$ cat src/rtl/seq_mul_param_if.sv
// Operand/result bundle between the arithmetic issue logic and the
// sequential multiplier. The issuer drives the request side; the
// multiplier drives status and product.
interface seq_mul_param_if #(
    parameter int WIDTH = 8
);
    logic                   start;
    logic [WIDTH-1:0]       a;
    logic [WIDTH-1:0]       b;
    logic                   is_signed;
    logic                   busy;
    logic                   done;
    logic [2*WIDTH-1:0]     p;

    modport master (
        output start, a, b, is_signed,
        input  busy, done, p
    );

    modport slave (
        input  start, a, b, is_signed,
        output busy, done, p
    );
endinterface

$ cat src/rtl/seq_mul_param.sv
// Parametrised shift-add multiplier, one operation in flight.
// Operands are reduced to magnitudes on capture; the sign is re-applied
// to the accumulated magnitude in FIN. With EARLY_TERM the loop stops as
// soon as no multiplier bits remain.
module seq_mul_param #(
    parameter int WIDTH      = 8,
    parameter int EARLY_TERM = 1
) (
    input  logic             clk,
    input  logic             rst,
    seq_mul_param_if.slave   bus
);
    localparam int CW = $clog2(WIDTH + 1);

    localparam logic [WIDTH-1:0]   ZERO_W  = {WIDTH{1'b0}};
    localparam logic [WIDTH-1:0]   ONE_W   = {{(WIDTH-1){1'b0}}, 1'b1};
    localparam logic [2*WIDTH-1:0] ZERO_2W = {(2*WIDTH){1'b0}};
    localparam logic [2*WIDTH-1:0] ONE_2W  = {{(2*WIDTH-1){1'b0}}, 1'b1};
    localparam logic [CW-1:0]      ZERO_C  = {CW{1'b0}};
    localparam logic [CW-1:0]      ONE_C   = {{(CW-1){1'b0}}, 1'b1};
    localparam logic [CW-1:0]      COUNT_MAX = CW'(WIDTH);

    typedef enum logic [1:0] {
        ST_IDLE = 2'b00,
        ST_RUN  = 2'b01,
        ST_FIN  = 2'b10
    } state_t;

    // Magnitude of an operand; -2^(WIDTH-1) maps to 2^(WIDTH-1), which
    // still fits in WIDTH unsigned bits.
    function automatic logic [WIDTH-1:0] mag_of(input logic [WIDTH-1:0] v,
                                                input logic sgn);
        logic [WIDTH-1:0] m;
        if (sgn && v[WIDTH-1]) begin
            m = (~v) + ONE_W;
        end else begin
            m = v;
        end
        return m;
    endfunction

    state_t               state_r, state_s;
    logic [2*WIDTH-1:0]   mcand_r, mcand_s;
    logic [WIDTH-1:0]     mplier_r, mplier_s;
    logic [2*WIDTH-1:0]   acc_r, acc_s;
    logic [CW-1:0]        count_r, count_s;
    logic                 neg_r, neg_s;
    logic                 busy_r, busy_s;
    logic                 done_r, done_s;
    logic [2*WIDTH-1:0]   p_r, p_s;
    logic                 exit_s;

    assign exit_s = ((EARLY_TERM != 0) && (mplier_r == ZERO_W)) ||
                    (count_r == COUNT_MAX);

    // State register.
    always_ff @(posedge clk) begin
        if (rst) begin
            state_r <= ST_IDLE;
        end else begin
            state_r <= state_s;
        end
    end

    // Datapath and output registers.
    always_ff @(posedge clk) begin
        if (rst) begin
            mcand_r  <= ZERO_2W;
            mplier_r <= ZERO_W;
            acc_r    <= ZERO_2W;
            count_r  <= ZERO_C;
            neg_r    <= 1'b0;
            busy_r   <= 1'b0;
            done_r   <= 1'b0;
            p_r      <= ZERO_2W;
        end else begin
            mcand_r  <= mcand_s;
            mplier_r <= mplier_s;
            acc_r    <= acc_s;
            count_r  <= count_s;
            neg_r    <= neg_s;
            busy_r   <= busy_s;
            done_r   <= done_s;
            p_r      <= p_s;
        end
    end

    // Next-state and next-datapath decode: capture in IDLE, one
    // add/shift per RUN edge, sign fix-up and done pulse in FIN.
    always_comb begin
        state_s  = state_r;
        mcand_s  = mcand_r;
        mplier_s = mplier_r;
        acc_s    = acc_r;
        count_s  = count_r;
        neg_s    = neg_r;
        busy_s   = busy_r;
        done_s   = 1'b0;
        p_s      = p_r;
        case (state_r)
            ST_IDLE: begin
                if (bus.start) begin
                    mcand_s  = {ZERO_W, mag_of(bus.a, bus.is_signed)};
                    mplier_s = mag_of(bus.b, bus.is_signed);
                    neg_s    = bus.is_signed & (bus.a[WIDTH-1] ^ bus.b[WIDTH-1]);
                    acc_s    = ZERO_2W;
                    count_s  = ZERO_C;
                    busy_s   = 1'b1;
                    state_s  = ST_RUN;
                end else begin
                    busy_s   = 1'b0;
                end
            end
            ST_RUN: begin
                if (exit_s) begin
                    state_s = ST_FIN;
                end else begin
                    if (mplier_r[0]) begin
                        acc_s = acc_r + mcand_r;
                    end else begin
                        acc_s = acc_r;
                    end
                    mcand_s  = mcand_r << 1;
                    mplier_s = mplier_r >> 1;
                    count_s  = count_r + ONE_C;
                end
            end
            ST_FIN: begin
                if (neg_r) begin
                    p_s = (~acc_r) + ONE_2W;
                end else begin
                    p_s = acc_r;
                end
                done_s  = 1'b1;
                busy_s  = 1'b0;
                state_s = ST_IDLE;
            end
            default: begin
                busy_s  = 1'b0;
                state_s = ST_IDLE;
            end
        endcase
    end

    assign bus.busy = busy_r;
    assign bus.done = done_r;
    assign bus.p    = p_r;
endmodule

$ cat src/flat_wrapper.sv
// flat-port wrapper written by rule: the top's interface ports become plain ports
module seq_mul_param_flat 
#(
    parameter int WIDTH      = 8,
    parameter int EARLY_TERM = 1
)
  (clk, rst, bus_start, bus_a, bus_b, bus_is_signed, bus_busy, bus_done, bus_p);
  seq_mul_param_if #(.WIDTH(WIDTH)) bus_i ();
  input  logic clk;
  input  logic rst;
  input wire logic [$bits(bus_i.start)-1:0] bus_start;
  input wire logic [$bits(bus_i.a)-1:0] bus_a;
  input wire logic [$bits(bus_i.b)-1:0] bus_b;
  input wire logic [$bits(bus_i.is_signed)-1:0] bus_is_signed;
  output wire logic [$bits(bus_i.busy)-1:0] bus_busy;
  output wire logic [$bits(bus_i.done)-1:0] bus_done;
  output wire logic [$bits(bus_i.p)-1:0] bus_p;
  assign bus_i.start = bus_start;
  assign bus_i.a = bus_a;
  assign bus_i.b = bus_b;
  assign bus_i.is_signed = bus_is_signed;
  assign bus_busy = bus_i.busy;
  assign bus_done = bus_i.done;
  assign bus_p = bus_i.p;
  seq_mul_param #(.WIDTH(WIDTH), .EARLY_TERM(EARLY_TERM)) u_core (.clk(clk), .rst(rst), .bus(bus_i));
endmodule
$ cat config.mk
export PLATFORM = sky130hd
export DESIGN_NAME = seq_mul_param_flat
export DESIGN_NICKNAME = d
export VERILOG_FILES = /design/src/rtl/seq_mul_param_if.sv /design/src/rtl/seq_mul_param.sv /design/src/flat_wrapper.sv
export SDC_FILE = /design/constraint.sdc
export NUM_CORES = 1
export LEC_CHECK = 0
export BUFFER_PORTS_ARGS = -buffer_cell sky130_fd_sc_hd__clkbuf_2
export CAP_MARGIN = 20
export CORE_ASPECT_RATIO = 2
export CORE_UTILIZATION = 24
export CTS_BUF_LIST = sky130_fd_sc_hd__clkbuf_4 sky130_fd_sc_hd__clkbuf_8 sky130_fd_sc_hd__clkbuf_16
export CTS_CLUSTER_DIAMETER = 30
export DETAILED_ROUTE_END_ITERATION = 7
export GPL_TIMING_DRIVEN = 0
export SETUP_SLACK_MARGIN = 0.5
export SLEW_MARGIN = 20
export SYNTH_ARGS = -nofsm -noshare
export SYNTH_HDL_FRONTEND = slang
export SYNTH_SLANG_ARGS = --single-unit
$ cat constraint.sdc
create_clock -name clk -period 3.1 [get_ports clk]
set_input_delay 0.31 -clock clk [delete_from_list [all_inputs] [get_ports clk]]
set_output_delay 0.31 -clock clk [all_outputs]
set_load 0.005 [all_outputs]
; Yosys cells after proc, flatten, opt, wreduce, memory -nomap -nowiden
; Cells that the tools add are included.
; W data, S select, Z words.
[op_classes]
addsub = 5
eq_ne = 7
muxes = 22
bitwise = 5
reduce_logical = 10
[op_table]
columns = op, count
row1 = $mux W16, 6
row2 = $pmux W16 S2, 2
row3 = $mux W8, 4
row4 = $add A16 B1 Y16 const B, 1
row5 = $add A16 B16 Y16, 1
row6 = $add A8 B1 Y8 const B, 2
row7 = $not A16 Y16, 1
row8 = $not A8 Y8, 2
row9 = $pmux W8 S2, 1
row10 = $logic_not A8 Y1, 1
row11 = $mux W4, 2
row12 = $pmux W4 S2, 1
row13 = $add A4 B1 Y4 const B, 1
row14 = $eq A4 B4 Y1 const B, 1
row15 = $mux W2, 2
row16 = $ne A2 B1 Y1 const B, 2
row17 = $ne A2 B2 Y1 const B, 2
row18 = $pmux W2 S2, 1
row19 = $reduce_and A2 Y1, 2
row20 = $reduce_and A4 Y1, 1
row21 = $reduce_and A3 Y1, 1
row22 = $eq A2 B1 Y1 const B, 1
row23 = $eq A2 B2 Y1 const B, 1
row24 = $logic_and A1 B1 Y1, 2
row25 = other kinds (7), 8
[word_totals]
ff_bits = 65
inputBits = 20
out_inout_bits = 18
word_cells = 58

; Logic depth before layout (Yosys ltp)
[depth]
depth_word = 5
mapped_depth = 10
mapped_depth_nobuf = 9

; Worst setup path after synthesis
; No wires, ideal clock.
[synth_path]
path_type = register to register
from = register u_core.acc_r[0]
to = register u_core.acc_r[12]
setup_ps = 119
t_arrival_ps = 2032
t_required_ps = 2981
setup_slack_ps = 949
path_stages_with_launch = 10
path_buffers = 0
synth_period_minus_slack_ps = 2151
cell_sequence = dfxtp_1 ha_1 inv_1 fa_1 and2b_1 o31ai_1 a221o_1 a32oi_1 xnor2_1 o21ai_1
[synth_via]
elab_chain_len = 4
[synth_lines]
columns = item, line
row1 = from (decl), seq_mul_param.sv:45  ; logic [2*WIDTH-1:0] acc_r, acc_s;
row2 = from (signal assigned), seq_mul_param.sv:79  ; acc_r <= acc_s;
row3 = $add A16 B16 Y16, seq_mul_param.sv:119  ; acc_s = acc_r + mcand_r;
row4 = $mux W16, seq_mul_param.sv:118  ; if (mplier_r[0]) begin
row5 = $mux W16, seq_mul_param.sv:115  ; if (exit_s) begin
row6 = $pmux W16 S2, seq_mul_param.sv:100  ; case (state_r)
; No other way between the ends. The select of a mux whose other input is x is not followed.
; A chain may end at the register's enable or synchronous reset.

; Worst setup path after layout
; Same ends and word-level chain as after synthesis.

==> impl_results.rst <==
.. list-table::
   :header-rows: 1

   * - Metric
     - Value
   * - Run status
     - completed
   * - Hold Violations, Final
     - 0
   * - TritonCTS clock tree
     - done
   * - Cell with the largest stage delay on the worst path
     - sky130_fd_sc_hd__dfxtp_2
   * - Post-detailed-route via-to-cell ratio
     - 4.78
   * - Internal power component
     - 0.00179 W
   * - Area growth from synthesis to layout
     - 19.8%
   * - Highest attainable clock frequency
     - 412 MHz
   * - Post-layout net count
     - 565
   * - CP endpoint kind
     - flop
   * - Total Negative Setup Slacks
     - 0 ns
   * - Number of H-tree levels
     - 3
   * - Antenna violations before repair
     - 0
   * - Cell with the most instances after synthesis
     - sky130_fd_sc_hd__nor2_1
   * - TritonCTS sink count
     - 65
   * - Arrival time of data at the critical path endpoint
     - 2.64 ns
   * - Critical path peak fanout
     - 6
   * - Synth Warn #
     - 0
   * - Number of buffers on the longest clock path
     - 2
   * - Slew @ Worst Pin
     - 0.704 ns
   * - Element type at the critical path start
     - flop
   * - Post-detailed-route wirelength per cell
     - 14.1 um
   * - Worst hold-check path type
     - input pin to flop
   * - Instance area after placement
     - 4230 sq um
   * - Share of post-route cells with drive strength above 1
     - 14.2%
   * - Setup repair after global routing missed its margin
     - no
   * - Final critical delay including setup and external delays
     - 2.43 ns
   * - Number of max-cap violations
     - 0
   * - GRT Overall Usage
     - 13.3%
   * - Global routing met2 resource utilization
     - 26.0%
   * - Die X
     - 91.0 um
   * - Sequential fraction of the synthesis area
     - 34.2%
   * - Cell chain of the critical path
     - ha_1, inv_1, fa_1, and2b_1, o31ai_1, a221o_1, a32oi_1, xnor2_1, o21ai_1
   * - Ratio of total power to cell area
     - 545 nW/um^2
   * - Starting Density
     - 24.7%
   * - Main flop type after synthesis
     - sky130_fd_sc_hd__dfxtp_1
   * - Final slew viol count
     - 0
   * - Final setup violation count
     - 0
   * - Number of instances in the synthesized netlist
     - 477
   * - Number of antenna cells inserted
     - 0
   * - First-pass detailed-route iteration total
     - 4
   * - Share of synthesized flip-flops with an asynchronous set or reset
     - 0%
   * - Met1 Track Usage GR
     - 12.5%
   * - Number of buffers and inverters on the critical path
     - 1
   * - Kind of cell with the highest combined delay on the critical path
     - compound AO/OA/AOI/OAI gates
   * - Worst ir drop on vdd
     - 206 uV
   * - Relative contribution of combinational cells to total power
     - 18.4%
   * - Layout Cell Area excl Fill
     - 4560 sq um
   * - Number of vias after detailed routing
     - 3468
   * - Part of the power in registers
     - 38.0%
   * - Placer congestion estimate
     - 0.826
   * - Height of the die
     - 180 um
   * - Met3 capacity usage during global routing
     - 2.15%
   * - WP data required
     - 3.31 ns
   * - Cell area after synthesis
     - 3800 sq um
   * - Area of the placeable core
     - 15400 sq um
   * - Half-perimeter wire length of the detailed placement result
     - 8.27 mm
   * - Synthesized net count
     - 518
   * - CTS root buffer
     - sky130_fd_sc_hd__clkbuf_16
   * - Clock slew seen by the registers of the worst setup and hold paths
     - 0.05 ns
   * - Fraction of post-synthesis cell area in the top cell type by area
     - 34.2%
   * - PortBufs
     - 36
   * - Cell row count
     - 64
   * - Reported net switching power
     - 0.000692 W
   * - Most used standard cells in the synthesized netlist
     - sky130_fd_sc_hd__nor2_1, sky130_fd_sc_hd__dfxtp_1, sky130_fd_sc_hd__nand2_1, sky130_fd_sc_hd__a21oi_1, sky130_fd_sc_hd__ha_1
   * - Critical path type
     - flop to flop
   * - Rel. slew slack
     - 53.1%
   * - Maximum number of pins on one net before global-route repair
     - 11
   * - Period utilisation layout
     - 78.3%
   * - Die area
     - 16400 sq um
   * - Flops & latches, synth
     - 65
   * - Number of enable flip-flop cells after synthesis
     - 0
   * - Biggest area consumer among synthesized cells
     - sky130_fd_sc_hd__dfxtp_1
   * - Number of buffers created by CTS
     - 9
   * - Yosys cell types
     - 58
   * - Switching share of power
     - 27.8%
   * - Post-Synthesis Mean Instance Area
     - 7.98 sq um
   * - GRT Max-Usage Layer
     - met2
   * - Worst clock skew
     - 0.00678 ns
   * - Violation count after the first detailed-routing iteration
     - 129
   * - Number of I/O pins
     - 38
   * - Cts-stage hold buffer count
     - 0
   * - Number of global-route vias before repair
     - 3727
   * - Number of nets with antenna violations after detailed routing
     - 0
   * - GRT Residual Overflow
     - 0
   * - Proportion of power drawn by the clock network
     - 43.6%
   * - Crit path largest cell delay
     - 0.39 ns
   * - Dominant cells by area after synthesis
     - sky130_fd_sc_hd__dfxtp_1, sky130_fd_sc_hd__nor2_1, sky130_fd_sc_hd__ha_1
   * - Clk_lat worst skew
     - 0.33 ns
   * - WL final
     - 10.2 mm
   * - Number of design rule violations left after detail routing
     - 0
   * - Wire length of the first global-routing pass
     - 17.3 mm
   * - Static Leak
     - 1.77 nW
## cell type report
| type | count | area, sq um |
|---|---|---|
| clock buffers | 11 | 253 |
| plain buffers | 23 | 106 |
| repair buffers | 36 | 180 |
| multi-input cells | 376 | 2350 |
| well taps | 198 | 248 |
| fillers | 1708 | 10800 |
| inverters | 13 | 48.8 |
| flip-flops and latches | 65 | 1300 |
| clock inverters | 3 | 65.1 |
## cells by family after synthesis
| group | count (synthesis) | synth area share (%) |
|---|---|---|
| AND/OR/NAND/NOR | 189 | 23.1 |
| multiplexers | 2 | 0.526 |
| flip-flops | 65 | 34.2 |
| AO/OA/AOI/OAI | 128 | 22.7 |
| adder cells (fa/ha/maj) | 21 | 7.10 |
| buffers and inverters | 36 | 4.08 |
| XOR/XNOR | 36 | 8.29 |
## layer usage
| metal | routed length [um] | up-vias | share of wire [%] |
|---|---|---|---|
| met3 | 385 | 29 | 3.8 |
| li1 | - | 1793 | - |
| met2 | 5700 | 76 | 56 |
| met4 | 420 | 0 | 4.1 |
| met1 | 3700 | 1570 | 36 |
| met5 | 0 | - | 0 |
## worst paths after layout
check,start,slack (ns),endpoint,depth (start not counted)
setup / recovery,u_core.acc_r[0],0.67,u_core.acc_r[12],9
hold reg to reg,u_core.bus.p[0],0.45,u_core.bus.p[0],2
hold / removal,bus_a[0],0.27,u_core.mcand_r[0],3
setup reg to reg,u_core.acc_r[0],0.67,u_core.acc_r[12],9
## flip-flops by register name (all words and copies together), names as in the netlist
| signal | flops |
|---|---|
| u_core.acc_r | 16 |
| u_core.bus.p | 16 |
| u_core.mcand_r | 16 |
| u_core.mplier_r | 8 |
| u_core.count_r | 4 |
| u_core.state_r | 2 |
| u_core.bus.busy | 1 |
| u_core.bus.done | 1 |
| u_core.neg_r | 1 |
## worst register-to-register path, stage by stage, from the launching register on
cell and delay (ns):
sky130_fd_sc_hd__dfxtp_2 0.39, sky130_fd_sc_hd__ha_1 0.23, sky130_fd_sc_hd__inv_1 0.07, sky130_fd_sc_hd__fa_1 0.37
sky130_fd_sc_hd__and2b_1 0.26, sky130_fd_sc_hd__o31ai_1 0.17, sky130_fd_sc_hd__a221o_1 0.38, sky130_fd_sc_hd__a32oi_1 0.24
sky130_fd_sc_hd__xnor2_1 0.15, sky130_fd_sc_hd__o21ai_1 0.07
## per-stage QoR
stage               hold WS (ns)  worst slack [ns]  util [%]  cells  total power (W)
finish                     0.273             0.674      29.6    725          0.00249
detailed placement         0.448             0.546      27.5    711          0.00142
floorplan                  0.446             0.949         -    477          0.00127
CTS                        0.269             0.519      29.6    725          0.00251
global placement           0.447             0.574      27.5    711          0.00142
global route               0.305             0.518      29.6    725          0.00261
## power by group through the flow
stage	Sequential (W)	Combinational [W]	Clock, W
5_1_grt	0.000952	0.000515	0.00114
6_report	0.000943	0.000458	0.00108
3_3_place_gp	0.000961	0.000457	0
3_5_place_dp	0.000962	0.000463	0
4_1_cts	0.000944	0.000463	0.00111
2_1_floorplan	0.000947	0.000328	0
## cell usage in the layout (no fill, tap or decap), types with 3 or more instances in the layout
master and n:
sky130_fd_sc_hd__a311oi_1 6, sky130_fd_sc_hd__xnor2_1 19, sky130_fd_sc_hd__a31oi_1 4, sky130_fd_sc_hd__buf_2 6, sky130_fd_sc_hd__o31ai_1 4, sky130_fd_sc_hd__nor2_1 69, sky130_fd_sc_hd__clkbuf_2 37, sky130_fd_sc_hd__nand3b_1 7
sky130_fd_sc_hd__a22oi_1 4, sky130_fd_sc_hd__clkbuf_16 9, sky130_fd_sc_hd__inv_1 12, sky130_fd_sc_hd__nand3_1 17, sky130_fd_sc_hd__clkbuf_1 13, sky130_fd_sc_hd__xor2_1 17, sky130_fd_sc_hd__a21oi_1 47, sky130_fd_sc_hd__dfxtp_1 64
sky130_fd_sc_hd__ha_1 20, sky130_fd_sc_hd__o21ai_0 7, sky130_fd_sc_hd__o31a_1 3, sky130_fd_sc_hd__a211oi_1 19, sky130_fd_sc_hd__nor2b_1 3, sky130_fd_sc_hd__nor4_1 5, sky130_fd_sc_hd__o21ai_1 11, sky130_fd_sc_hd__nand4_1 3
sky130_fd_sc_hd__a211oi_2 3, sky130_fd_sc_hd__or3_1 4, sky130_fd_sc_hd__nand2b_1 4, sky130_fd_sc_hd__nor3_1 16, sky130_fd_sc_hd__nand2_1 51
## timing repair
action	4_1_cts	5_1_grt
endpoints found under the hold margin	0	0
setup endpoints to repair	0	2
gates resized for setup	0	2
setup buffers	0	0
Power figures use the tool's default switching activity.
